--- src/rtl/mux_pkg.sv ---
// Shared helpers for the binary-select mux tree family.
// Level count and WIDTH/SPLIT legality are computed here.
package mux_pkg;

    function automatic int mux_levels(input int width, input int split);
        return $clog2(width) / $clog2(split);
    endfunction

    function automatic bit mux_legal(input int width, input int split);
        int w;
        if (split < 2 || (split & (split - 1)) != 0) return 1'b0;
        w = width;
        for (int i = 0; i < 32; i++) begin
            if (w > 1 && (w % split) == 0) w = w / split;
        end
        return (width >= split) && (w == 1);
    endfunction

endpackage

--- src/rtl/mux_bin_base.sv ---
// Combinational binary-select mux: dat = ary[bin].
// IMPLEMENTATION picks an indexed read or a compare chain.
module mux_bin_base #(
    parameter type DAT_T          = logic [8-1:0],
    parameter int  WIDTH          = 2,
    parameter int  IMPLEMENTATION = 0,
    localparam int BW             = $clog2(WIDTH)
) (
    input  logic [BW-1:0]    bin,
    input  DAT_T [WIDTH-1:0] ary,
    output DAT_T             dat
);

    if (IMPLEMENTATION == 0) begin : g_idx
        assign dat = ary[bin];
    end else begin : g_cmp
        always_comb begin
            dat = '0;
            for (int i = 0; i < WIDTH; i++) begin
                if (bin == BW'(i)) dat = ary[i];
            end
        end
    end

endmodule

--- src/rtl/mux_bin_pipe_stage.sv ---
// One tree level: WIDTH_IN/SPLIT radix-SPLIT muxes feeding a
// valid/select/data register with collapsing-bubble load control.
module mux_bin_pipe_stage #(
    parameter type DAT_T          = logic [8-1:0],
    parameter int  WIDTH_IN       = 2,
    parameter int  SPLIT          = 2,
    parameter int  SEL_W          = 1,
    parameter int  IMPLEMENTATION = 0,
    localparam int SPLIT_LOG      = $clog2(SPLIT),
    localparam int WIDTH_OUT      = WIDTH_IN / SPLIT,
    localparam int SEL_OW         = (SEL_W > SPLIT_LOG) ? SEL_W - SPLIT_LOG : 1
) (
    input  logic                 clk,
    input  logic                 rst_n,
    input  logic                 in_vld,
    input  logic [SEL_W-1:0]     in_sel,
    input  DAT_T [WIDTH_IN-1:0]  in_ary,
    input  logic                 dn_acc,
    output logic                 load,
    output logic                 out_vld,
    output logic [SEL_OW-1:0]    out_sel,
    output DAT_T [WIDTH_OUT-1:0] out_dat
);

    DAT_T [WIDTH_OUT-1:0] mux_d;

    for (genvar g = 0; g < WIDTH_OUT; g++) begin : g_mux
        mux_bin_base #(
            .DAT_T         (DAT_T),
            .WIDTH         (SPLIT),
            .IMPLEMENTATION(IMPLEMENTATION)
        ) u_mux (
            .bin(in_sel[SPLIT_LOG-1:0]),
            .ary(in_ary[g*SPLIT +: SPLIT]),
            .dat(mux_d[g])
        );
    end

    // An empty stage always loads, so bubbles collapse under a stall.
    assign load = !out_vld || dn_acc;

    always_ff @(posedge clk or negedge rst_n) begin
        if (!rst_n) begin
            out_vld <= 1'b0;
        end else if (load) begin
            out_vld <= in_vld;
        end
    end

    always_ff @(posedge clk or negedge rst_n) begin
        if (!rst_n) begin
            out_dat <= '0;
        end else if (load && in_vld) begin
            out_dat <= mux_d;
        end
    end

    if (SEL_W > SPLIT_LOG) begin : g_sel
        always_ff @(posedge clk or negedge rst_n) begin
            if (!rst_n) begin
                out_sel <= '0;
            end else if (load && in_vld) begin
                out_sel <= in_sel[SEL_W-1:SPLIT_LOG];
            end
        end
    end else begin : g_nosel
        assign out_sel = '0;
    end

endmodule

--- src/rtl/mux_bin_pipe.sv ---
// Pipelined radix-SPLIT mux tree selecting ary[bin], one
// register stage per level, valid/ready on both sides.
module mux_bin_pipe
    import mux_pkg::*;
#(
    parameter type DAT_T          = logic [8-1:0],
    parameter int  WIDTH          = 32,
    parameter int  SPLIT          = 2,
    parameter int  IMPLEMENTATION = 0,
    localparam int WIDTH_LOG      = $clog2(WIDTH),
    localparam int SPLIT_LOG      = $clog2(SPLIT),
    localparam int LEVELS         = mux_levels(WIDTH, SPLIT)
) (
    input  logic                 clk,
    input  logic                 rst_n,
    input  logic                 i_vld,
    output logic                 i_rdy,
    input  logic [WIDTH_LOG-1:0] bin,
    input  DAT_T [WIDTH-1:0]     ary,
    output logic                 o_vld,
    input  logic                 o_rdy,
    output DAT_T                 dat
);

    if (!mux_legal(WIDTH, SPLIT)) begin : g_illegal
        $error("mux_bin_pipe: WIDTH must be a power of SPLIT >= 2");
    end

    logic sel_unused;

    for (genvar k = 0; k < LEVELS; k++) begin : g_lvl
        localparam int WI = WIDTH / (SPLIT ** k);
        localparam int WO = WI / SPLIT;
        localparam int SI = WIDTH_LOG - k * SPLIT_LOG;
        localparam int SO = (SI > SPLIT_LOG) ? SI - SPLIT_LOG : 1;

        DAT_T [WI-1:0] di;
        logic [SI-1:0] si;
        logic          vi;
        logic          acc;
        logic          ld;
        logic          v;
        logic [SO-1:0] s;
        DAT_T [WO-1:0] d;

        if (k == 0) begin : g_head
            assign di = ary;
            assign si = bin;
            assign vi = i_vld;
        end else begin : g_body
            assign di = g_lvl[k-1].d;
            assign si = g_lvl[k-1].s;
            assign vi = g_lvl[k-1].v;
        end

        if (k == LEVELS - 1) begin : g_tail
            assign acc = o_rdy;
        end else begin : g_mid
            assign acc = g_lvl[k+1].ld;
        end

        mux_bin_pipe_stage #(
            .DAT_T         (DAT_T),
            .WIDTH_IN      (WI),
            .SPLIT         (SPLIT),
            .SEL_W         (SI),
            .IMPLEMENTATION(IMPLEMENTATION)
        ) u_stage (
            .clk    (clk),
            .rst_n  (rst_n),
            .in_vld (vi),
            .in_sel (si),
            .in_ary (di),
            .dn_acc (acc),
            .load   (ld),
            .out_vld(v),
            .out_sel(s),
            .out_dat(d)
        );
    end

    assign i_rdy      = g_lvl[0].ld;
    assign o_vld      = g_lvl[LEVELS-1].v;
    assign dat        = g_lvl[LEVELS-1].d[0];
    assign sel_unused = ^g_lvl[LEVELS-1].s;

endmodule

--- config.mk ---
export PLATFORM = sky130hd
export DESIGN_NAME = mux_bin_pipe
export DESIGN_NICKNAME = d
export VERILOG_FILES = /design/src/rtl/mux_pkg.sv /design/src/rtl/mux_bin_base.sv /design/src/rtl/mux_bin_pipe_stage.sv /design/src/rtl/mux_bin_pipe.sv
export SDC_FILE = /design/constraint.sdc
export NUM_CORES = 1
export LEC_CHECK = 0
export BUFFER_PORTS_ARGS = -buffer_cell sky130_fd_sc_hd__buf_2
export CAP_MARGIN = 20
export CORE_UTILIZATION = 40
export CTS_CLUSTER_SIZE = 8
export DETAILED_ROUTE_END_ITERATION = 6
export HOLD_SLACK_MARGIN = 0.02
export PLACE_DENSITY_LB_ADDON = 0.12
export SLEW_MARGIN = 20
export SYNTH_ARGS = -nofsm -noshare
export SYNTH_HDL_FRONTEND = slang
export SYNTH_SLANG_ARGS = --single-unit
export TNS_END_PERCENT = 30
--- constraint.sdc ---
create_clock -name clk -period 3.37 [get_ports clk]
set_clock_uncertainty 0.05 [all_clocks]
set_input_delay 0.1685 -clock clk [delete_from_list [all_inputs] [get_ports clk]]
set_output_delay 0.1685 -clock clk [all_outputs]
set_load 0.005 [all_outputs]
# ---- After elaboration in Yosys (flattened, before gate mapping)
# Cells that the tools add are included.
# Widths: inputs -> output; s select.
dict set report totals {
  regBits 263
  in_bits 265
  output_inout_bits 10
  word_cells 122
}
dict set report classes {
  n_lt_le_gt_ge 5
  n_mux 62
  n_reduce_logical 15
}
# cell count
set ops {}
lappend ops {{$mux 8} 62}
lappend ops {{$lt 1x2->1 const B} 5}
lappend ops {{$logic_and 1x1->1} 5}
lappend ops {{$logic_not 1->1} 5}
lappend ops {{$logic_or 1x1->1} 5}

# ---- Logic depth before layout (Yosys ltp)
# Gate-level depths: netlist of the first run.
dict set report logic_depth {
  ltp_word 7
  depth_mapped 5
  mapped_depth_nobuf 3
}

# ---- Modules after synthesis
# Synthesis of the first run repeated with hierarchy kept, for this count alone.
dict set report hier_totals {
  cells_unflattened 842
  hier_area_um2 14587.7
}
# mod instances cells_per_inst area_per_inst_um2 seq_area_each_um2
set modules_own_cells {}
lappend modules_own_cells {{mux_bin_pipe_stage (g_lvl[0].u_stage)} 1 282 5267.6 3328.2}
lappend modules_own_cells {mux_bin_base 31 9 131.4 0.0}
lappend modules_own_cells {{mux_bin_pipe_stage (g_lvl[1].u_stage)} 1 145 2655.0 1701.6}
lappend modules_own_cells {{mux_bin_pipe_stage (g_lvl[2].u_stage)} 1 75 1463.9 875.8}
lappend modules_own_cells {{mux_bin_pipe_stage (g_lvl[3].u_stage)} 1 39 732.0 450.4}
lappend modules_own_cells {{mux_bin_pipe_stage (g_lvl[4].u_stage)} 1 22 396.6 225.2}

# ---- Worst setup path before layout of the first run
# No wires, ideal clock.
dict set report synth_path {
  kind {register to register}
  from {register g_lvl[2].u_stage.out_vld}
  to {register g_lvl[1].u_stage.out_dat[29] (netlist bit)}
  setup_ns 0.125
  arrival_ns 1.518
  required_ns 3.195
  setup_slack_ns 1.677
  stages_incl_launch_ff 6
  n_path_buf 2
  synth_period_minus_slack_ns 1.693
  path_cell_list {dfrtp_1 and4b_1 a21boi_2 buf_2 buf_4 mux2_2}
}
dict set report synth_via {
  elab_chain_cells 4
}
# element line_no
set synth_rtl {}
lappend synth_rtl {{from (decl)} mux_bin_pipe_stage.sv:20} ;# output logic out_vld,
lappend synth_rtl {{from (signal assigned)} mux_bin_pipe_stage.sv:46} ;# out_vld <= in_vld;
lappend synth_rtl {{$logic_not 1->1} mux_bin_pipe_stage.sv:40} ;# assign load = !out_vld || dn_acc;
lappend synth_rtl {{$logic_or 1x1->1 (2 in a row)} mux_bin_pipe_stage.sv:40}
lappend synth_rtl {{$logic_and 1x1->1} mux_bin_pipe_stage.sv:53} ;# end else if (load && in_vld) begin
lappend synth_rtl {{to (signal assigned)} mux_bin_pipe_stage.sv:54} ;# out_dat <= mux_d;
lappend synth_rtl {{to (decl)} mux_bin_pipe_stage.sv:22} ;# output DAT_T [WIDTH_OUT-1:0] out_dat
# No other way between the ends.
# A chain may end at the register's enable or synchronous reset.

# ---- Final worst setup path of the first run
dict set report layout_path {
  from {register g_lvl[3].u_stage.out_vld}
  to {register g_lvl[0].u_stage.out_dat[34] (netlist bit)}
}
dict set report layout_via {
  elab_chain_cells 6
}
# element line_no
set layout_rtl {}
lappend layout_rtl {{from (decl)} mux_bin_pipe_stage.sv:20}
lappend layout_rtl {{from (signal assigned)} mux_bin_pipe_stage.sv:46}
lappend layout_rtl {{$logic_not 1->1} mux_bin_pipe_stage.sv:40}
lappend layout_rtl {{$logic_or 1x1->1 (4 in a row)} mux_bin_pipe_stage.sv:40}
lappend layout_rtl {{$logic_and 1x1->1} mux_bin_pipe_stage.sv:53}
lappend layout_rtl {{to (signal assigned)} mux_bin_pipe_stage.sv:54}
lappend layout_rtl {{to (decl)} mux_bin_pipe_stage.sv:22}
# No other way between the ends.

==> results.py, run 1 <==
metrics = {
    "power": {
        "power.leakage_nw": 7.86,
        "powerDensity_nw_per_um2": 595,
        "ir_drop_mv": 0.301,
        "total_power_mw": 10.7,
    },
    "placed_design": {
        "place_area_um2": 14300,
        "hpwl_um": 16800,
        "placed_cells": 1507,
        "io_buffer_count": 274,
        "dp_slack_ns": 1.10,
        "gp_congestion": 0.745,
    },
    "setup_path": {
        "required_ns": 3.70,
        "start_kind": "flip-flop",
        "cp_slowest_stage_delay_ns": 0.57,
        "crit_slowest_cell": "dfrtp_1",
        "endpoint_kind": "flip-flop",
        "critPathKind": "flip-flop to flip-flop",
        "crit_buf_inv": 1,
        "arrival_ns": 2.66,
        "crit_path_cell_trace": "nand4b_2, o21ai_4, buf_12, mux2_2",
        "critPathTopFamily": "flip-flops",
        "crit_fanout": 97,
    },
    "global_routing": {
        "grt_max_degree": 129,
        "grt_usage_pct": 18.1,
        "grt_first_pass_wirelength_um": 47900,
        "first_global_vias": 9623,
        "grt_overflow": 0,
        "antenna_found_initial": 0,
    },
    "sta": {
        "worst_pin_slew_ns": 1.02,
        "fmax_ghz": 0.430,
        "whs_ns": 0.187,
        "finalCriticalPeriod_ns": 2.32,
        "fin_tns_setup_ns": 0,
        "drv_slew": 0,
        "finalSetupViolations": 0,
        "setup_slack_ns": 1.05,
        "timing.final.crit_share_pct": 68.9,
        "grt_setup_unrepaired": "no",
        "hold_viol": 0,
        "slew_headroom_pct": 31.8,
    },
    "floorplanning": {
        "rows": 64,
        "core_area_um2": 30800,
        "io_pins": 275,
        "die-area_um2": 32300,
        "dieHeight_um": 180,
        "start_util_pct": 41.0,
        "die_x_um": 180,
    },
    "clocking": {
        "clock_sink_count": 263,
        "cts_resized": 0,
        "cts_buffers": 38,
        "post-cts-setup-buffer-count": 0,
        "clk_latency_ns": 0.50,
        "ctsHoldBuffers": 262,
        "cts_buffer_depth": 3,
        "clock-root-buffer": "clkbuf_16",
        "cts_tree": "done",
        "htreeDepth": 2,
        "cts.clk_slew.worst_paths_ns": 0.05,
    },
    "drt": {
        "drt_iter0_markers": 289,
        "antenna_left": 0,
        "drc": 19,
        "post_drt_wl_per_cell_um": 15.6,
        "vias": 8860,
        "drt_wl_total_um": 28300,
        "first_pass_iters": 7,
        "vias_per_cell": 4.89,
    },
    "synth": {
        "synth_top_cells_by_count": "mux2_2, dfrtp_1, a21oi_1, mux2i_1, clkbuf_1",
        "netlist_area_um2": 12600,
        "yosysMostFrequentCell": "mux2_2",
        "avgSynthCellArea_um2": 14.2,
        "yosys.area.top_type": "dfrtp_1",
        "synthArstFlopShare_pct": 100,
        "yosysWarnings": 0,
        "synthesis.nets": 1154,
        "synth_edf_count": 0,
        "synth-main-ff-cell": "dfrtp_1",
        "synth_seq_cells": 263,
        "yosysUniqueCellTypes": 21,
        "syn_inst": 889,
        "synth_top_area_share_pct": 52.1,
        "synth-seq-area-share_pct": 52.1,
        "ys_top_cells_by_area": "dfrtp_1, mux2_2, a21oi_1, mux2i_1, clkbuf_1",
    },
    "layout": {
        "final_layout_size_suffix_gt1_share_pct": 53.1,
        "fill_cells": 2515,
        "final_util_pct": 58.4,
        "syn_to_final_growth_pct": 42.5,
        "final_nets": 1678,
        "diodes": 0,
        "final_area_um2": 18000,
        "multi_input_area_um2": 5730,
        "fin_cells": 1813,
        "regArea_um2": 6590,
    },
    "hold_path": {
        "hold_class": "input port to flip-flop",
    },
    "job": {
        "max_cap_violations": 0,
    },
    "outcome": {
        "violations": "design-rule violations",
        "outcome": "finished with violations",
    },
}
## cell usage in the layout, fill, tap and decap left out, drive strengths merged, types with 2 or more instances in the layout
cell and instances:
buf 286, dlygate4sd3 262, dfrtp 263, nand2 2, mux2 426, clkbuf 44, mux2i 40, nand2b 3
o21ai 2, a21oi 80, and2 2
## routing by layer
layer  vias to the layer above  GRT usage, %  routed length [um]
met2                       197          31.6               14100
met5                         -             0                   0
met3                        52          2.71                1130
li1                       4266             -                   -
met1                      4345          23.2               12500
met4                         0          5.55                 601
## sequential cells by signal, summed over array words and instances, names as in the netlist
register	cells
g_lvl.u_stage.out_sel	10
g_lvl.u_stage.out_vld	5
g_lvl.u_stage.out_dat	248
## power breakdown
part | switching [mW] | internal (mW)
Sequential | 0.681 | 4.08
Clock | 1.26 | 2.12
Combinational | 0.899 | 1.67
## final timing paths
kind,start,endpoint,slack (ns),depth (start not counted)
max in group asynchronous,rst_n,g_lvl[0].u_stage.out_dat[96]$_DFFE_PN0P_,2.16,3
worst min-delay path,o_rdy,g_lvl[0].u_stage.out_vld$_DFFE_PN0P_,0.19,4
worst max register to register,g_lvl[3].u_stage.out_vld$_DFFE_PN0P_,g_lvl[0].u_stage.out_dat[34]$_DFFE_PN0P_,1.05,4
min in group asynchronous,rst_n,g_lvl[0].u_stage.out_dat[35]$_DFFE_PN0P_,0.22,2
worst min register to register,g_lvl[0].u_stage.out_dat[124]$_DFFE_PN0P_,g_lvl[0].u_stage.out_dat[124]$_DFFE_PN0P_,0.44,1
worst max-delay path,g_lvl[3].u_stage.out_vld$_DFFE_PN0P_,g_lvl[0].u_stage.out_dat[34]$_DFFE_PN0P_,1.05,4
## area by class of cell
type / count / area share (%)
Tap cell: 396 / 2.75
Inverter: 1 / 0.0208
Multi-Input combinational cell: 561 / 31.8
Clock buffer: 44 / 5.76
Sequential cell: 263 / 36.6
Timing Repair Buffer: 548 / 23.1
## tightest hold or removal path, delay by kind of cell
kind / cells / cell delay, ns
buffers and inverters: 1 / 0.10
and+or+nand+nor: 3 / 0.43
## logic make-up after synthesis
| group | after synthesis | share of synthesized area (%) |
|---|---|---|
| buffers and inverters | 65 | 2.72 |
| and+or+nand+nor | 10 | 0.545 |
| muxes | 466 | 41.1 |
| AOI/OAI and AO/OA | 85 | 3.52 |
| DFF | 263 | 52.1 |
Power figures use the tool's default switching activity.
==> run 2: changes to the inputs <==
==> constraint.sdc (replaced) <==
create_clock -name clk -period 2.1 [get_ports clk]
set_clock_uncertainty 0.05 [all_clocks]
set_input_delay 0.105 -clock clk [delete_from_list [all_inputs] [get_ports clk]]
set_output_delay 0.105 -clock clk [all_outputs]
set_load 0.005 [all_outputs]
==> results.py, run 2 (synthesized netlist as in run 1, its figures left out) <==
metrics = {
    "drt": {
        "antenna_left": 0,
        "drt_iter0_markers": 356,
        "vias": 8929,
        "post_drt_wl_per_cell_um": 15.6,
        "first_pass_iters": 7,
        "drc": 15,
        "drt_wl_total_um": 28500,
        "vias_per_cell": 4.89,
    },
    "floorplanning": {
        "io_pins": 275,
        "dieHeight_um": 180,
        "rows": 64,
        "core_area_um2": 30800,
        "die-area_um2": 32300,
        "die_x_um": 180,
        "start_util_pct": 41.0,
    },
    "setup_path": {
        "required_ns": 2.43,
        "reg2reg_slack_ns": 0.30,
        "start_kind": "flip-flop",
        "crit_start": "g_lvl[2].u_stage.out_vld$_DFFE_PN0P_",
        "crit_fanout": 76,
        "reg2regPathDepth": 4,
        "critPathKind": "flip-flop to flip-flop",
        "endpoint_kind": "flip-flop",
        "r2r-end": "g_lvl[0].u_stage.out_dat[32]$_DFFE_PN0P_",
        "r2r_start": "g_lvl[2].u_stage.out_vld$_DFFE_PN0P_",
        "arrival_ns": 2.14,
    },
    "power": {
        "swShare_pct": 26.7,
        "power.leakage_nw": 7.93,
        "p_sw_mw": 4.57,
        "clkPwrFrac_pct": 30.9,
        "powerDensity_nw_per_um2": 944,
        "total_power_mw": 17.1,
        "p_comb_share_pct": 25.7,
        "ir_drop_mv": 0.491,
        "p_int_mw": 12.6,
        "pwr-share-seq_pct": 43.4,
    },
    "placed_design": {
        "io_buffer_count": 274,
        "hpwl_um": 17700,
        "dp_slack_ns": 0.329,
        "gp_congestion": 0.739,
    },
    "outcome": {
        "outcome": "finished with violations",
        "violations": "design-rule violations",
    },
    "clocking": {
        "cts.clk_slew.worst_paths_ns": 0.05,
        "cts_resized": 0,
        "htreeDepth": 2,
        "cts_buffer_depth": 3,
        "cts_buffers": 38,
        "cts_tree": "done",
        "clk_latency_ns": 0.51,
        "clock_sink_count": 263,
        "clock-root-buffer": "clkbuf_16",
    },
    "hold_path": {
        "hp-start": "o_rdy",
        "hold_class": "input port to flip-flop",
        "min_path_cells": 4,
        "min_to": "g_lvl[4].u_stage.out_vld$_DFFE_PN0P_",
    },
    "layout": {
        "largest_reg_flops": 248,
        "layout_commonest_cell": "mux2_2",
        "final_cell_mix": "mux2_2, buf_2, dlygate4sd3_1, dfrtp_1, a21oi_1",
        "final_nets": 1691,
        "syn_to_final_growth_pct": 43.6,
        "largest_registers": "g_lvl.u_stage.out_dat x248, g_lvl.u_stage.out_sel x10, g_lvl.u_stage.out_vld x5",
        "max_flop_register": "g_lvl.u_stage.out_dat",
        "final_layout_size_suffix_gt1_share_pct": 53.5,
        "fill_cells": 2553,
    },
    "sta": {
        "drv_slew": 0,
        "fmax_ghz": 0.555,
        "grt_setup_unrepaired": "no",
        "worst_pin_slew_ns": 0.704,
        "timing.final.crit_share_pct": 85.8,
        "setup_slack_ns": 0.298,
        "whs_ns": 0.0720,
        "hold_viol": 0,
        "fin_tns_setup_ns": 0,
        "slew_headroom_pct": 53.1,
        "finalCriticalPeriod_ns": 1.80,
        "finalSetupViolations": 0,
    },
    "global_routing": {
        "grt_usage_pct": 18.4,
        "antenna_found_initial": 1,
        "grt_first_pass_wirelength_um": 48700,
        "grt_max_degree": 77,
        "grt_overflow": 0,
        "first_global_vias": 9730,
    },
    "job": {
        "max_cap_violations": 0,
    },
}
## run 2: layer usage
layer / wire length (um) / share of wire, % / GRT usage [%] / vias to the layer above
li1: - / - / - / 4298
met1: 12500 / 44 / 23.9 / 4369
met2: 14200 / 50 / 31.5 / 208
met3: 1160 / 4.1 / 3.16 / 54
met4: 657 / 2.3 / 5.24 / 0
met5: 0 / 0 / 0 / -
## run 2: worst max path at each step
stage | end | slack [ns]
after floorplan | g_lvl[1].u_stage.out_dat[29]$_DFFE_PN0P_ | 0.41
after CTS | g_lvl[0].u_stage.out_dat[28]$_DFFE_PN0P_ | 0.30
final | g_lvl[0].u_stage.out_dat[32]$_DFFE_PN0P_ | 0.30
after global placement | g_lvl[0].u_stage.out_dat[43]$_DFFE_PN0P_ | 0.36
after global routing | g_lvl[2].u_stage.out_dat[15]$_DFFE_PN0P_ | 0.20
after detailed placement | g_lvl[0].u_stage.out_dat[21]$_DFFE_PN0P_ | 0.33
## run 2: timing repair
action,CTS,global route
hold buffers,262,0
setup buffers,0,0
hold endpoints to repair,320,0
## run 2: final cells by class
class / count / area (um2) / share of cell area (%)
inverters: 1 / 3.75 / 0.0207
repair buffers: 561 / 4330 / 23.9
multi-input cells: 561 / 5730 / 31.6
diodes: 1 / 2.50 / 0.0138
well taps: 396 / 495 / 2.73
clock buffers: 42 / 987 / 5.44
flip-flops and latches: 263 / 6590 / 36.3
clock inverters: 1 / 8.76 / 0.0483
## run 2: metrics by stage
step | util, % | std cells | area, um2
after detailed placement | 47.1 | 1520 | 14500
final | 58.8 | 1826 | 18100
after global placement | 47.1 | 1520 | 14500
after global routing | 58.8 | 1826 | 18100
after CTS | 58.8 | 1825 | 18100
after floorplan | - | 889 | 12600
## run 2: worst max-delay path: stages, from the launching register on
cell      delay [ns]
dfrtp_1         0.40
nand4b_2        0.17
o21ai_4         0.24
buf_12          0.37
mux2_2          0.39
## run 2: power groups by stage
stage	registers (mW)	logic [mW]	clock network, mW
finish	7.43	4.40	5.29
global route	7.64	4.86	5.67
floorplan	7.10	3.02	0
detailed placement	7.51	4.01	0
global placement	7.49	3.94	0
CTS	7.44	4.49	5.46
==> run 3: changes to the inputs <==
--- a/config.mk
+++ b/config.mk
@@ -7,11 +7,11 @@
 export LEC_CHECK = 0
 export BUFFER_PORTS_ARGS = -buffer_cell sky130_fd_sc_hd__buf_2
 export CAP_MARGIN = 20
+export CORE_ASPECT_RATIO = 1.1
 export CORE_UTILIZATION = 40
 export CTS_CLUSTER_SIZE = 8
 export DETAILED_ROUTE_END_ITERATION = 6
 export HOLD_SLACK_MARGIN = 0.02
-export PLACE_DENSITY_LB_ADDON = 0.12
 export SLEW_MARGIN = 20
 export SYNTH_ARGS = -nofsm -noshare
 export SYNTH_HDL_FRONTEND = slang
==> results.py, run 3 (synthesized netlist as in run 1, its figures left out) <==
metrics = {
    "outcome": {
        "outcome": "finished clean",
    },
    "drt": {
        "first_pass_iters": 4,
        "vias": 8921,
        "antenna_left": 0,
        "drt_wl_total_um": 29100,
        "drc": 0,
        "post_drt_wl_per_cell_um": 15.7,
        "vias_per_cell": 4.82,
        "drt_iter0_markers": 267,
    },
    "layout": {
        "final_nets": 1697,
        "diodes": 0,
        "largest_registers": "g_lvl.u_stage.out_dat x248, g_lvl.u_stage.out_sel x10, g_lvl.u_stage.out_vld x5",
        "max_flop_register": "g_lvl.u_stage.out_dat",
        "largest_reg_flops": 248,
        "syn_to_final_growth_pct": 44.9,
        "layout_commonest_cell": "mux2_2",
        "final_util_pct": 59.5,
        "final_cell_mix": "mux2_2, buf_2, dlygate4sd3_1, dfrtp_1, a21oi_1",
        "final_layout_size_suffix_gt1_share_pct": 53.6,
    },
    "sta": {
        "finalCriticalPeriod_ns": 1.80,
        "grt_setup_unrepaired": "no",
        "finalSetupViolations": 0,
        "timing.final.crit_share_pct": 85.7,
        "hold_viol": 0,
        "fmax_ghz": 0.556,
        "worst_pin_slew_ns": 0.772,
        "drv_slew": 0,
        "slew_headroom_pct": 48.5,
        "whs_ns": 0.0536,
        "fin_tns_setup_ns": 0,
    },
    "setup_path": {
        "endpoint_kind": "flip-flop",
        "cp_slowest_stage_delay_ns": 0.58,
        "crit_slowest_cell": "dlygate4sd3_1",
        "path_depth": 7,
        "reg2reg_slack_ns": 0.31,
        "critPathTopFamily": "buffers and inverters",
        "arrival_ns": 2.14,
        "critPathKind": "input port to flip-flop",
        "start_kind": "input port",
        "crit_path_cell_trace": "dlygate4sd3_1, buf_2, nand4b_2, o21ai_4, buf_12, buf_12, mux2_2",
        "reg2regPathDepth": 5,
        "crit_top_cell": "buf_12",
        "crit_fanout": 36,
        "crit_buf_inv": 4,
        "r2r_start": "g_lvl[2].u_stage.out_vld$_DFFE_PN0P_",
        "required_ns": 2.44,
        "crit_start": "o_rdy",
    },
    "placed_design": {
        "io_buffer_count": 274,
        "gp_congestion": 0.766,
        "hpwl_um": 18400,
    },
    "global_routing": {
        "antenna_found_initial": 0,
        "grt_first_pass_wirelength_um": 48500,
        "grt_overflow": 0,
        "grt_usage_pct": 18.8,
        "grt_max_degree": 62,
        "first_global_vias": 9900,
    },
    "floorplanning": {
        "io_pins": 275,
        "die_x_um": 171,
        "start_util_pct": 41.1,
        "rows": 67,
        "dieHeight_um": 188,
        "core_area_um2": 30800,
        "die-area_um2": 32300,
    },
    "power": {
        "total_power_mw": 17.3,
        "ir_drop_mv": 0.536,
        "power.leakage_nw": 8.00,
        "powerDensity_nw_per_um2": 947,
    },
    "clocking": {
        "cts_tree": "done",
        "cts_buffers": 38,
        "htreeDepth": 2,
        "post-cts-setup-buffer-count": 0,
        "cts_buffer_depth": 3,
        "cts_resized": 0,
        "clock_sink_count": 263,
        "clock-root-buffer": "clkbuf_16",
        "cts.clk_slew.worst_paths_ns": 0.05,
        "clk_latency_ns": 0.50,
    },
    "hold_path": {
        "hold_class": "input port to async pin",
    },
    "job": {
        "max_cap_violations": 0,
    },
}
[run 3: timing repair]
item / CTS / global route
setup endpoints to repair: 0 / 0
hold buffers: 263 / 0
hold endpoints to repair: 397 / 0
[run 3: layer usage]
| metal | part of all wire (%) | wire length [um] | global-route usage [%] |
|---|---|---|---|
| met5 | 0 | 0 | 0 |
| met3 | 4.1 | 1210 | 3.51 |
| met1 | 43 | 12600 | 23.1 |
| met4 | 1.7 | 504 | 5.19 |
| met2 | 51 | 14700 | 33.2 |
[run 3: layout make-up]
cell class | count | area [um2]
Multi-Input combinational cell | 561 | 5730
Timing Repair Buffer | 567 | 4440
Inverter | 1 | 3.75
Clock buffer | 44 | 1040
Fill cell | 2479 | 12500
Sequential cell | 263 | 6590
Tap cell | 414 | 518
[run 3: per-stage QoR]
stage	std cells	setup slack, ns	instance area [um2]
after floorplan	889	0.407	12600
after global placement	1543	0.353	14600
after detailed placement	1543	0.294	14600
after CTS	1850	0.287	18300
after global routing	1850	0.192	18300
final	1850	0.300	18300
[run 3: worst paths after layout]
kind                                                        endpoint
min in group clk             g_lvl[0].u_stage.out_sel[0]$_DFFE_PN0P_
min                         g_lvl[0].u_stage.out_dat[49]$_DFFE_PN0P_
max                         g_lvl[0].u_stage.out_dat[32]$_DFFE_PN0P_
max reg2reg                 g_lvl[0].u_stage.out_dat[32]$_DFFE_PN0P_
max in group asynchronous    g_lvl[1].u_stage.out_dat[4]$_DFFE_PN0P_
min reg2reg                g_lvl[0].u_stage.out_dat[122]$_DFFE_PN0P_
[run 3: power by group]
part,leakage [nW],total (mW),switching [mW],internal [mW]
clock network,0.509,5.44,2.03,3.41
logic,4.47,4.41,1.61,2.79
registers,3.02,7.49,0.939,6.55
total,8.00,17.3,4.59,12.8
